===== src/rtl/z480_pkg.sv =====
// Shared types and constants for the z480 instruction fetch front-end.
package z480_pkg;

  localparam int Z480_INSTR_BYTES = 4;

  typedef enum logic {
    FETCH_RUN   = 1'b0,
    FETCH_FAULT = 1'b1
  } z480_fetch_state_e;

  typedef struct packed {
    logic [31:0] pc;
    logic [31:0] instr;
    logic        fault;
  } z480_fetch_entry_t;

endpackage


===== src/rtl/z480_fetch_fifo.sv =====
// Synchronous FIFO of fetch entries; flush empties it in one cycle.
module z480_fetch_fifo
  import z480_pkg::*;
#(
  parameter int DEPTH = 4,
  localparam int AW = $clog2(DEPTH),
  localparam int CW = $clog2(DEPTH + 1)
) (
  input  logic              clk,
  input  logic              rst,
  input  logic              push,
  input  z480_fetch_entry_t push_entry,
  input  logic              pop,
  input  logic              flush,
  output z480_fetch_entry_t head,
  output logic [CW-1:0]     count,
  output logic              empty,
  output logic              full
);

  z480_fetch_entry_t mem [DEPTH];
  logic [AW-1:0] wr_ptr;
  logic [AW-1:0] rd_ptr;
  logic do_push;
  logic do_pop;

  assign empty   = (count == '0);
  assign full    = (count == CW'(DEPTH));
  assign do_pop  = pop && !empty;
  assign do_push = push && (!full || do_pop);
  assign head    = mem[rd_ptr];

  always_ff @(posedge clk) begin
    if (rst || flush) begin
      wr_ptr <= '0;
      rd_ptr <= '0;
      count  <= '0;
    end else begin
      if (do_push) begin
        mem[wr_ptr] <= push_entry;
        wr_ptr      <= wr_ptr + 1'b1;
      end
      if (do_pop) begin
        rd_ptr <= rd_ptr + 1'b1;
      end
      count <= count + CW'(do_push) - CW'(do_pop);
    end
  end

endmodule


===== src/rtl/z480_fetch_unit.sv =====
// z480 instruction fetch: credit-limited read issue, in-order response queue,
// redirect flush with stale-response discard, and a sticky bus-fault state.
module z480_fetch_unit
  import z480_pkg::*;
#(
  parameter logic [31:0] RESET_PC = 32'h0000_0000,
  parameter int          DEPTH    = 4,
  parameter int          MAX_OUT  = 2
) (
  input  logic        clk,
  input  logic        rst,
  output logic        req_valid,
  input  logic        req_ready,
  output logic [31:0] req_addr,
  input  logic        rsp_valid,
  input  logic [31:0] rsp_data,
  input  logic        rsp_err,
  input  logic        redirect_valid,
  input  logic [31:0] redirect_pc,
  input  logic        fetch_halt,
  output logic        if_valid,
  input  logic        if_ready,
  output logic [31:0] if_pc,
  output logic [31:0] if_instr,
  output logic        if_fault,
  output logic [1:0]  outstanding
);

  localparam int CW = $clog2(DEPTH + 1);
  localparam logic [CW:0]   DEPTH_W = DEPTH[CW:0];
  localparam logic [CW-1:0] MAX_W   = MAX_OUT[CW-1:0];

  z480_fetch_state_e state;
  logic [31:0]       fetch_pc;
  logic [31:0]       rsp_pc;
  logic [31:0]       hold_addr;
  logic [31:0]       target_pc;
  logic              hold;
  logic              hold_stale;
  logic [CW-1:0]     out_cnt;
  logic [CW-1:0]     out_next;
  logic [CW-1:0]     stale;
  logic [CW-1:0]     q_count;
  logic [CW:0]       credit;
  logic              issue_ok;
  logic              accept;
  logic              rsp_keep;
  logic              pop;
  logic              q_empty;
  logic              q_full;
  logic              unused;
  z480_fetch_entry_t head;
  z480_fetch_entry_t push_entry;

  // Queue slots already promised: buffered entries plus live (non-stale) reads.
  assign credit   = {1'b0, q_count} + {1'b0, out_cnt} - {1'b0, stale};
  assign issue_ok = (state == FETCH_RUN) && !fetch_halt && (out_cnt < MAX_W)
                    && (credit < DEPTH_W) && !q_full;
  assign req_valid = !rst && (hold || issue_ok);
  assign req_addr  = hold ? hold_addr : fetch_pc;
  assign accept    = req_valid && req_ready;
  assign out_next  = out_cnt + CW'(accept) - CW'(rsp_valid);
  assign target_pc = {redirect_pc[31:2], 2'b00};
  assign unused    = ^redirect_pc[1:0];

  assign rsp_keep   = rsp_valid && !redirect_valid && (stale == '0) && (state == FETCH_RUN);
  assign push_entry = '{pc: rsp_pc, instr: rsp_data, fault: rsp_err};
  assign pop        = !q_empty && if_ready && !redirect_valid;

  assign if_valid    = !q_empty;
  assign if_pc       = q_empty ? 32'h0 : head.pc;
  assign if_instr    = q_empty ? 32'h0 : head.instr;
  assign if_fault    = !q_empty && head.fault;
  assign outstanding = out_cnt[1:0];

  z480_fetch_fifo #(.DEPTH(DEPTH)) u_fifo (
    .clk        (clk),
    .rst        (rst),
    .push       (rsp_keep),
    .push_entry (push_entry),
    .pop        (pop),
    .flush      (redirect_valid),
    .head       (head),
    .count      (q_count),
    .empty      (q_empty),
    .full       (q_full)
  );

  always_ff @(posedge clk) begin
    if (rst) begin
      state      <= FETCH_RUN;
      fetch_pc   <= RESET_PC;
      rsp_pc     <= RESET_PC;
      hold_addr  <= RESET_PC;
      hold       <= 1'b0;
      hold_stale <= 1'b0;
      out_cnt    <= '0;
      stale      <= '0;
    end else begin
      out_cnt <= out_next;
      // A request once offered stays on the bus; a redirect only marks it stale.
      if (accept) begin
        hold       <= 1'b0;
        hold_stale <= 1'b0;
      end else if (req_valid) begin
        hold       <= 1'b1;
        hold_addr  <= req_addr;
        hold_stale <= hold_stale || redirect_valid;
      end
      if (redirect_valid) begin
        fetch_pc <= target_pc;
        rsp_pc   <= target_pc;
        stale    <= out_next;
        state    <= FETCH_RUN;
      end else begin
        if (accept && !hold_stale) begin
          fetch_pc <= fetch_pc + 32'(Z480_INSTR_BYTES);
        end
        stale <= stale - CW'(rsp_valid && (stale != '0)) + CW'(accept && hold_stale);
        if (rsp_keep) begin
          rsp_pc <= rsp_pc + 32'(Z480_INSTR_BYTES);
          if (rsp_err) begin
            state <= FETCH_FAULT;
          end
        end
      end
    end
  end

endmodule


===== config.mk =====
export PLATFORM = sky130hd
export DESIGN_NAME = z480_fetch_unit
export DESIGN_NICKNAME = d
export VERILOG_FILES = /design/src/rtl/z480_pkg.sv /design/src/rtl/z480_fetch_fifo.sv /design/src/rtl/z480_fetch_unit.sv
export SDC_FILE = /design/constraint.sdc
export NUM_CORES = 1
export LEC_CHECK = 0
export ABC_AREA = 1
export CAP_MARGIN = 10
export CORE_ASPECT_RATIO = 0.8
export CORE_MARGIN = 1
export CORE_UTILIZATION = 46
export CTS_CLUSTER_SIZE = 40
export DETAILED_ROUTE_END_ITERATION = 10
export HOLD_SLACK_MARGIN = 0.06
export PLACE_DENSITY = 0.77
export SLEW_MARGIN = 10
export SYNTH_ARGS = -nofsm -noshare
export SYNTH_HDL_FRONTEND = slang
export SYNTH_SLANG_ARGS = --single-unit

===== constraint.sdc =====
create_clock -name clk -period 6.55 [get_ports clk]
set_input_delay 1.31 -clock clk [delete_from_list [all_inputs] [get_ports clk]]
set_output_delay 1.31 -clock clk [all_outputs]
set_load 0.1 [all_outputs]

Word-level counts from Yosys, hierarchy flattened
Memory sizes are Yosys's and may differ from the RTL's. A register that Yosys moved wholly into a read port is not among the register bits. Cells that the tools add are included.

Add/subtract/negate cells: 12. Magnitude comparators: 2. Eq/ne operators: 1. Multiplexer cells: 13. Bitwise operators: 2. Reduce and logical (&&, ||, !) cells: 36.

Operator list (number): $mux 32 (7); $add 32x3->32 const B (2); $logic_and 1x1->1 (17); $add 3x1->3 (3); $sub 3x1->3 (3); $logic_not 1->1 (6); $logic_not 3->1 (2); $add 2x1->2 const B (2); $add 3x3->4 (1); $logic_or 1x1->1 (4); $lt 4x3->1 const B (1); $mux 2 (2); $reduce_and 2->1 (2); $reduce_bool 2->1 (2); $reduce_or 2->1 (2); $sub 4x3->4 (1); $eq 3x3->1 const B (1); $lt 3x2->1 const B (1); $mux 1 (3); $mux 3 (1); $reduce_bool 3->1 (1); $not 1->1 (2).

Bits in registers: 112. Bits in writable memories: 260. Bits of input ports: 72. Output and inout port bits: 101. Memories: 1.

Memories: u_fifo.mem (depth 4, width 65, rd ports 1, clocked after Yosys merged registers in 1, write ports 1, line z480_fetch_fifo.sv:21) `z480_fetch_entry_t mem [DEPTH];`.

Logic depth before layout (Yosys ltp)
Depth in word-level cells: 11. Mapped depth: 21.

Hierarchy
From an unflattened synthesis, not the netlist that was laid out.

Cells, all modules: 1835. Area, all modules: 17240.3 µm².

By module, submodules not included: z480_fetch_fifo (times used 1, cells each 701, area each 10465.0 µm²); z480_fetch_unit (times used 1, cells each 1134, area each 6775.2 µm²).

Worst setup path before layout
No wires, ideal clock.

Path type: in2reg. From: in redirect_valid. To: mem u_fifo.mem[0][0] (netlist name) (enable). Arrival: 4624 ps. Path slack: 1442 ps. Stages on the path: 4. Cells stage by stage: clkbuf_1 > nor2_1 > nand2_1 > nor2_1.

Longest elaborated chain between the ends: 8.

RTL lines: from (decl) (line z480_fetch_unit.sv:18) `input logic redirect_valid,`; $logic_not 1->1 (line z480_fetch_unit.sv:66, z480_fetch_unit.sv:68); $logic_and 1x1->1 (on tied branches) (line z480_fetch_unit.sv:66, z480_fetch_unit.sv:68); $logic_and 1x1->1 (on tied branches) (line z480_fetch_unit.sv:66, z480_fetch_fifo.sv:29); $logic_and 1x1->1 / $logic_or 1x1->1 (equally long branches) (line z480_fetch_unit.sv:66, z480_fetch_fifo.sv:30); $logic_and 1x1->1 (line z480_fetch_fifo.sv:30) `assign do_push = push && (!full || do_pop);`; $mux 1 (line z480_fetch_fifo.sv:39) `if (do_push) begin`; $mux 1 (*) (line z480_fetch_fifo.sv:34) `if (rst || flush) begin`; $mux 1 (not written as such) (*) (line z480_fetch_fifo.sv:40) `mem[wr_ptr] <= push_entry;`; to (decl) (line z480_fetch_fifo.sv:21).

Mark *: on every way between the ends. The rest lies on a longest branch, timed or not.

==> flow_metrics.tcl <==
set metrics [dict create \
    dieArea_um2 36300 \
    overflow 0 \
    arrival_ns 4.11 \
    netlist_instances 1816 \
    synth_cell_type_count 44 \
    cts_setup_buffers 0 \
    rows 61 \
    synthArstFlopShare_pct 0 \
    path_delay_family "buffers and inverters" \
    period_share_pct 82.7 \
    yosys.area_share.simple_pct 20.6 \
    crit_required_ns 5.24 \
    leakagePower_nw 7.05 \
    slowest_delay_ns 1.18 \
    synth_compound_area_share_pct 11.0 \
    cap_viol_max_count 0 \
    synth_mux_area_share_pct 0 \
    grt_usage_pct 22.9 \
    worst_setup_path_start_kind "register" \
    crit_chain "inv_2 > buf_4 > o21ai_0 > a21oi_1 > clkdlybuf4s50_1" \
    hold_start "u_fifo.rd_ptr[1]$_SDFFE_PP0P_" \
    dieWidth_um 213 \
    core-area_um2 34900 \
    first_pass_iters 6 \
    critPathKind "register to output pin" \
    synth-adder-area-share_pct 1.84 \
    cts_resized 0 \
    start_util_pct 46.9 \
    grt_max_degree 73 \
    end_kind "output pin" \
    root_buffer "clkbuf_16" \
    cts_tree "done" \
    rr_startpoint "u_fifo.count[2]$_SDFF_PP0_" \
    clockBufferDepth 3 \
    cp_max_fo 72 \
    ys.warnings.count 0 \
    drive_gt1_share_pct 5.06 \
    cts_sinks 362 \
    synth_edf_count 252 \
    setup_viol 0 \
    synth_area_um2 16400 \
    max-slew-margin-rel_pct 25.2 \
    synth.avg_cell_area_um2 9.01 \
    synth_xor_area_share_pct 1.55 \
    first_global_vias 12200 \
    fin_crit_ns 5.42 \
    seq_area_frac_synth_pct 59.7 \
    cts_hold_buf 0 \
    tns_ns 0 \
    drt_iter0_drc 1228 \
    insertion_delay_ns 0.55 \
    clock_skew_ns 0.0219 \
    critPathBufInv 3 \
    antenna_cells 0 \
    clk_pin_slew_ns 0.06 \
    gp_congestion 0.878 \
    ios 173 \
    worstMarginPinSlew_ns 1.12 \
    finalPower_mw 5.83 \
    syn_to_final_growth_pct 19.9 \
    timing.reg2reg.setup_slack_ns 2.87 \
    fmax_mhz 185 \
    maxSlewViolCount 0 \
    peakVddDrop_uv 214 \
    port_buffers 168 \
    die_h_um 171 \
    hold_viol 0 \
    ys.flop_type "edfxtp_1" \
    hp-class "register to register" \
    rsz0062_at_grt "no" \
    critPathSlowestCell "clkdlybuf4s50_1" \
    antenna_found_initial 0 \
    rr_endpoint "stale[2]$_SDFF_PP0_" \
    viasPerCell 5.29 \
    drc 0 \
    ys_seq_elements 362 \
    cts_inserted_buffers 37 \
    reg2reg_depth 18 \
    p_per_area_nw_per_um2 297 \
    wl_per_cell_um 17.1 \
    dp_hpwl_um 26300 \
    status "finished, final reports clean" \
    fin_nets 2041 \
    hold_depth 2 \
    grt_pass1_wl_um 64600 \
    synth_top_family_by_area "simple AND/OR/NAND/NOR gates" \
    routed_wl_um 41800 \
    htreeDepth 2 \
    vias 12900 \
    antenna_left 0 \
]
## how the worst max path moves through the flow
stage                   startpoint                           to  slack (ns)  depth (start not counted)
floorplan           redirect_valid   u_fifo.mem[0][0]$_DFFE_PP_        1.44                          4
global placement    redirect_valid  u_fifo.mem[2][56]$_DFFE_PP_        1.60                         10
detailed placement  redirect_valid  u_fifo.mem[2][56]$_DFFE_PP_        1.55                         10
CTS                       register                    if_pc[20]        1.13                          5
global route              register                    if_pc[20]        0.90                          5
finish                    register                    if_pc[20]        1.13                          5
## sequential cells by signal, summed over array words and instances (netlist names), 2 cells and up, named ones only
signal	cells
fetch_pc	30
hold_addr	32
out_cnt	3
rsp_pc	30
stale	3
u_fifo.count	3
u_fifo.mem	252
u_fifo.rd_ptr	2
u_fifo.wr_ptr	2
## stage by stage
step                      util, %  std cells  hold slack (ns)  worst slack [ns]  area (µm²)
after floorplan                 -       1817            0.432              1.44       16400
after global placement       52.8       2381            0.444              1.60       18400
after detailed placement     52.8       2381            0.452              1.55       18400
after CTS                    56.2       2448            0.464              1.13       19600
after global routing         56.2       2448            0.486             0.904       19600
final                        56.2       2448            0.459              1.13       19600
## logic make-up after synthesis
| logic type | count (synthesis) |
|---|---|
| AOI/OAI and AO/OA | 347 |
| xor gates and xnor gates | 29 |
| adders and majority gates | 21 |
| buffers and inverters | 218 |
| DFF | 362 |
| other | 1 |
| and+or+nand+nor | 838 |
## per-layer routing
metal	share of wire [%]	wire, µm	up-vias	track usage [%]
met3	8.8	3670	70	4.33
met5	0	0	-	0
met2	45	18600	508	36.4
li1	-	-	6323	-
met4	2.0	823	0	6.38
met1	45	18600	6044	31.9
## worst reg2reg max path, delay by kind of cell, from the launching register on
kind | cells | cell delay, ns
compound gates | 2 | 0.32
xor+xnor | 1 | 0.17
fa+ha+maj | 5 | 1.68
buf+inv | 3 | 0.25
flops | 1 | 0.49
simple gates | 7 | 0.65
## placed cells by master (no fill, tap or decap), types with 6 or more instances in the layout
master / synthesis / layout
a21oi_1: 95 / 95
clkbuf_1: 56 / 7
o21ai_0: 220 / 220
inv_1: 116 / 116
ha_1: 16 / 16
buf_4: 4 / 16
nor3_1: 13 / 13
dfxtp_1: 110 / 108
clkinv_1: 1 / 9
xor2_1: 24 / 24
clkdlybuf4s50_1: 0 / 167
nor2_1: 383 / 379
nand4_1: 9 / 9
nand2_1: 340 / 340
nand3_1: 73 / 73
inv_2: 9 / 9
clkbuf_16: 0 / 38
nor2_4: 2 / 6
edfxtp_1: 252 / 252
a31oi_1: 13 / 13
## power by group
part / leakage (nW) / total [mW] / internal, mW / switching [mW]
combinational: 3.29 / 1.10 / 0.292 / 0.804
sequential: 3.19 / 2.62 / 2.53 / 0.0902
clock: 0.579 / 2.11 / 1.21 / 0.898
total: 7.05 / 5.83 / 4.04 / 1.79
## synthesized netlist by cell type (all sizes together), types with 2 or more instances
master / number / area [µm²]
o31ai: 3 / 22.5
o211ai: 3 / 22.5
nor3: 15 / 91.3
xor2: 24 / 210
nand3: 75 / 385
o22a: 2 / 17.5
a21oi: 95 / 475
nor2: 389 / 1490
a31oi: 13 / 81.3
buf: 36 / 188
edfxtp: 252 / 7570
nand4: 11 / 81.3
nand2: 342 / 1290
clkbuf: 56 / 210
dfxtp: 110 / 2200
inv: 125 / 469
fa: 5 / 100
ha: 16 / 200
o21ai: 226 / 1130
o221ai: 2 / 17.5
xnor2: 5 / 43.8
nand3b: 2 / 15.0
## cell type report
type,instances,area (µm²)
Fill cell,2999,15300
Clock buffer,47,1000
Timing Repair Buffer,184,1810
Multi-Input combinational cell,1237,5760
Clock inverter,20,203
Sequential cell,362,9770
Inverter,126,473
Tap cell,472,591
No activity file was read; power rests on OpenSTA's default activity.
==> edit (same settings) <==
`DEPTH` is set to 4 in 2 places; all go to 2.
--- a/src/rtl/z480_fetch_fifo.sv
+++ b/src/rtl/z480_fetch_fifo.sv
@@ -2,7 +2,7 @@
 module z480_fetch_fifo
   import z480_pkg::*;
 #(
-  parameter int DEPTH = 4,
+  parameter int DEPTH = 2,
   localparam int AW = $clog2(DEPTH),
   localparam int CW = $clog2(DEPTH + 1)
 ) (
--- a/src/rtl/z480_fetch_unit.sv
+++ b/src/rtl/z480_fetch_unit.sv
@@ -4,7 +4,7 @@
   import z480_pkg::*;
 #(
   parameter logic [31:0] RESET_PC = 32'h0000_0000,
-  parameter int          DEPTH    = 4,
+  parameter int          DEPTH    = 2,
   parameter int          MAX_OUT  = 2
 ) (
   input  logic        clk,
Formal check against the unedited RTL: not equivalent (Yosys sat finds a counterexample within 4 cycles, from zero or initial values and one cycle with rst high).
==> edit against the unedited design <==
Synthesized area decreased by 31%. Sequential power decreased by 37%. Sequential cell count decreased by 132. Final area decreased by 29%. Setup slack improved by 0.76 ns. Routed wire length decreased by 29%. Count of clock-buffer cells in the layout decreased by 11. Critical path type is now primary input to output pin. Total power decreased by 34%.
==> edit: results (changes against the unedited design) <==
| Metric | Value |
|---|---|
| Status | `finished, final reports clean (unchanged)` |
| Commonest cells post-synth | `527 x nand2_1, 157 x nor2_1, 126 x edfxtp_1 (was 383 x nor2_1, 340 x nand2_1, 252 x edfxtp_1)` |
| Synth Flop Type | `edfxtp_1 (unchanged)` |
| Dominant cells by area after synthesis | `edfxtp_1 34%, dfxtp_1 19%, nand2_1 18% (was edfxtp_1 46%, dfxtp_1 13%, nor2_1 8.8%)` |
| Antenna Cells | `0 (unchanged)` |
| DP HPWL | `20.1 mm (was 26.3 mm)` |
| Slew HR | `24.4% (was 25.2%)` |
| CTS root buf | `clkbuf_16 (unchanged)` |
| HP Class | `flop to flop (unchanged)` |
| First-pass GRT wire length | `47.3 mm (was 64.6 mm)` |
| Skew-Pair Late Insertion Delay | `0.52 ns (was 0.55 ns)` |
| Delay-heaviest family, CP | `buffers and inverters (unchanged)` |
| Worst r2r path cells | `18 (unchanged)` |
| Clock transition at path regs | `0.06 ns (about the same)` |
| GRT Total Usage | `23.7% (was 22.9%)` |
| Fin Clk Skew | `0.0104 ns (was 0.0219 ns)` |
| # resized after CTS | `0 (unchanged)` |
| Vias | `9994 (was 12945)` |
| H-tree depth | `1 (was 2)` |
| Postcts setup bufs | `0 (unchanged)` |
| Pre-Repair DR Iteration Count | `7 (was 6)` |
| Nets | `1665 (was 2041)` |
| Per-cell routed wire length | `15.5 µm (was 17.1 µm)` |
| Yosys synthesis warning count | `0 (unchanged)` |
| Fillers | `2108 (was 2999)` |
| CP max stage delay | `0.59 ns (was 1.18 ns)` |
| Hold Path Cell Cnt | `2 (unchanged)` |
| Number of enable flip-flop cells after synthesis | `126 (was 252)` |
| Layout cell share with drive strength beyond 1 | `5.13% (was 5.06%)` |
| ANT nets after route | `0 (unchanged)` |
| Initial DRC Count | `941 (was 1228)` |
| Critical Path AT | `3.35 ns (was 4.11 ns)` |
| Ys async rst share | `0% (unchanged)` |
| CTS Buf Count | `24 (was 37)` |
| Largest net degree at the start of global routing | `70 (was 73)` |
| Vias in the first global route | `9436 (was 12203)` |
| Max IR drop VDD | `155 µV (was 214 µV)` |
| Pre-CTS setup slack | `1.92 ns (was 1.55 ns)` |
| Post-synthesis sequential area ratio | `52.3% (was 59.7%)` |
| Top flop regs | `u_fifo.mem (126), hold_addr (32) (was u_fifo.mem (252), hold_addr (32))` |
| Number of library cell types mapped by synthesis | `37 (was 44)` |
| Port-buffer cells | `168 (unchanged)` |
| Gp weighted congestion | `0.940 (was 0.878)` |
| Worst Path Max Fanout | `69 (was 72)` |
| Clock Tree Buf Depth | `3 (unchanged)` |
| CP max stage cell | `buf_4 (was clkdlybuf4s50_1)` |
| Antenna violations before repair | `0 (unchanged)` |
| Leakage | `5.31 nW (was 7.05 nW)` |
edit: cell count changes after synthesis, moves of 8 or more:
| cell | before | now |
|---|---|---|
| o21ai_0 | 220 | 81 |
| xor2_1 | 24 | 14 |
| nor3_1 | 13 | 5 |
| inv_1 | 116 | 103 |
| edfxtp_1 | 252 | 126 |
| buf_1 | 12 | 3 |
| o21ai_1 | 5 | 17 |
| nand2_1 | 340 | 527 |
| nor2_1 | 383 | 157 |
| nand3_1 | 73 | 84 |
| clkbuf_1 | 56 | 38 |
edit: stage by stage:
step	cell area [µm²]	instances
2_1_floorplan	11200	1444
3_3_place_gp	13100	1868
3_5_place_dp	13100	1868
4_1_cts	13900	1912
5_1_grt	13900	1912
6_report	13900	1912
edit: path summary, 6_finish.rpt:
| check | from | endpoint | slack (ns) |
|---|---|---|---|
| worst min-delay path | hold_addr[1]$_SDFFE_PP0P_ | hold_addr[1]$_SDFFE_PP0P_ | 0.46 |
| worst min register to register | hold_addr[1]$_SDFFE_PP0P_ | hold_addr[1]$_SDFFE_PP0P_ | 0.46 |
| worst max register to register | stale[1]$_SDFF_PP0_ | stale[1]$_SDFF_PP0_ | 3.28 |
| worst max-delay path | rst | req_valid | 1.89 |
edit: final cells by class:
type	count	share of cell area, %
clock buffers	36	5.12
multi-input cells	1035	33.2
well taps	312	2.80
inverters	112	3.02
flip-flops and latches	230	42.1
repair buffers	179	12.7
clock inverters	8	0.917
edit: worst register-to-register path: cells and delay by family (launching register included):
family,cells,cell delay (ns)
compound gates,2,0.26
xor+xnor,1,0.15
fa+ha+maj,4,1.49
buf+inv,4,0.32
flops,1,0.39
simple gates,7,0.61
edit: logic make-up (layout without fill, tap and decap cells):
kind of cell,count (synthesis),after routing,synth area share [%]
and+or+nand+nor,801,801,28.9
buffers and inverters,179,335,6.63
DFF,230,230,52.3
AOI/OAI and AO/OA,203,203,9.35
adders and majority gates,11,11,1.36
xor gates and xnor gates,18,18,1.41
other,1,2,0.0334
edit: where the power goes:
part           total [mW]  switching (mW)  internal, mW
Sequential           1.64          0.0588          1.58
Clock                1.43           0.553         0.873
Combinational       0.771           0.567         0.204
Total                3.84            1.18          2.66
edit: per-layer routing:
metal | vias up | GRT usage [%] | wire, µm
met5 | - | 0 | 0
met4 | 0 | 6.22 | 573
met3 | 51 | 3.99 | 2340
met2 | 349 | 38.6 | 13500
met1 | 4656 | 32.7 | 13300
li1 | 4938 | - | -
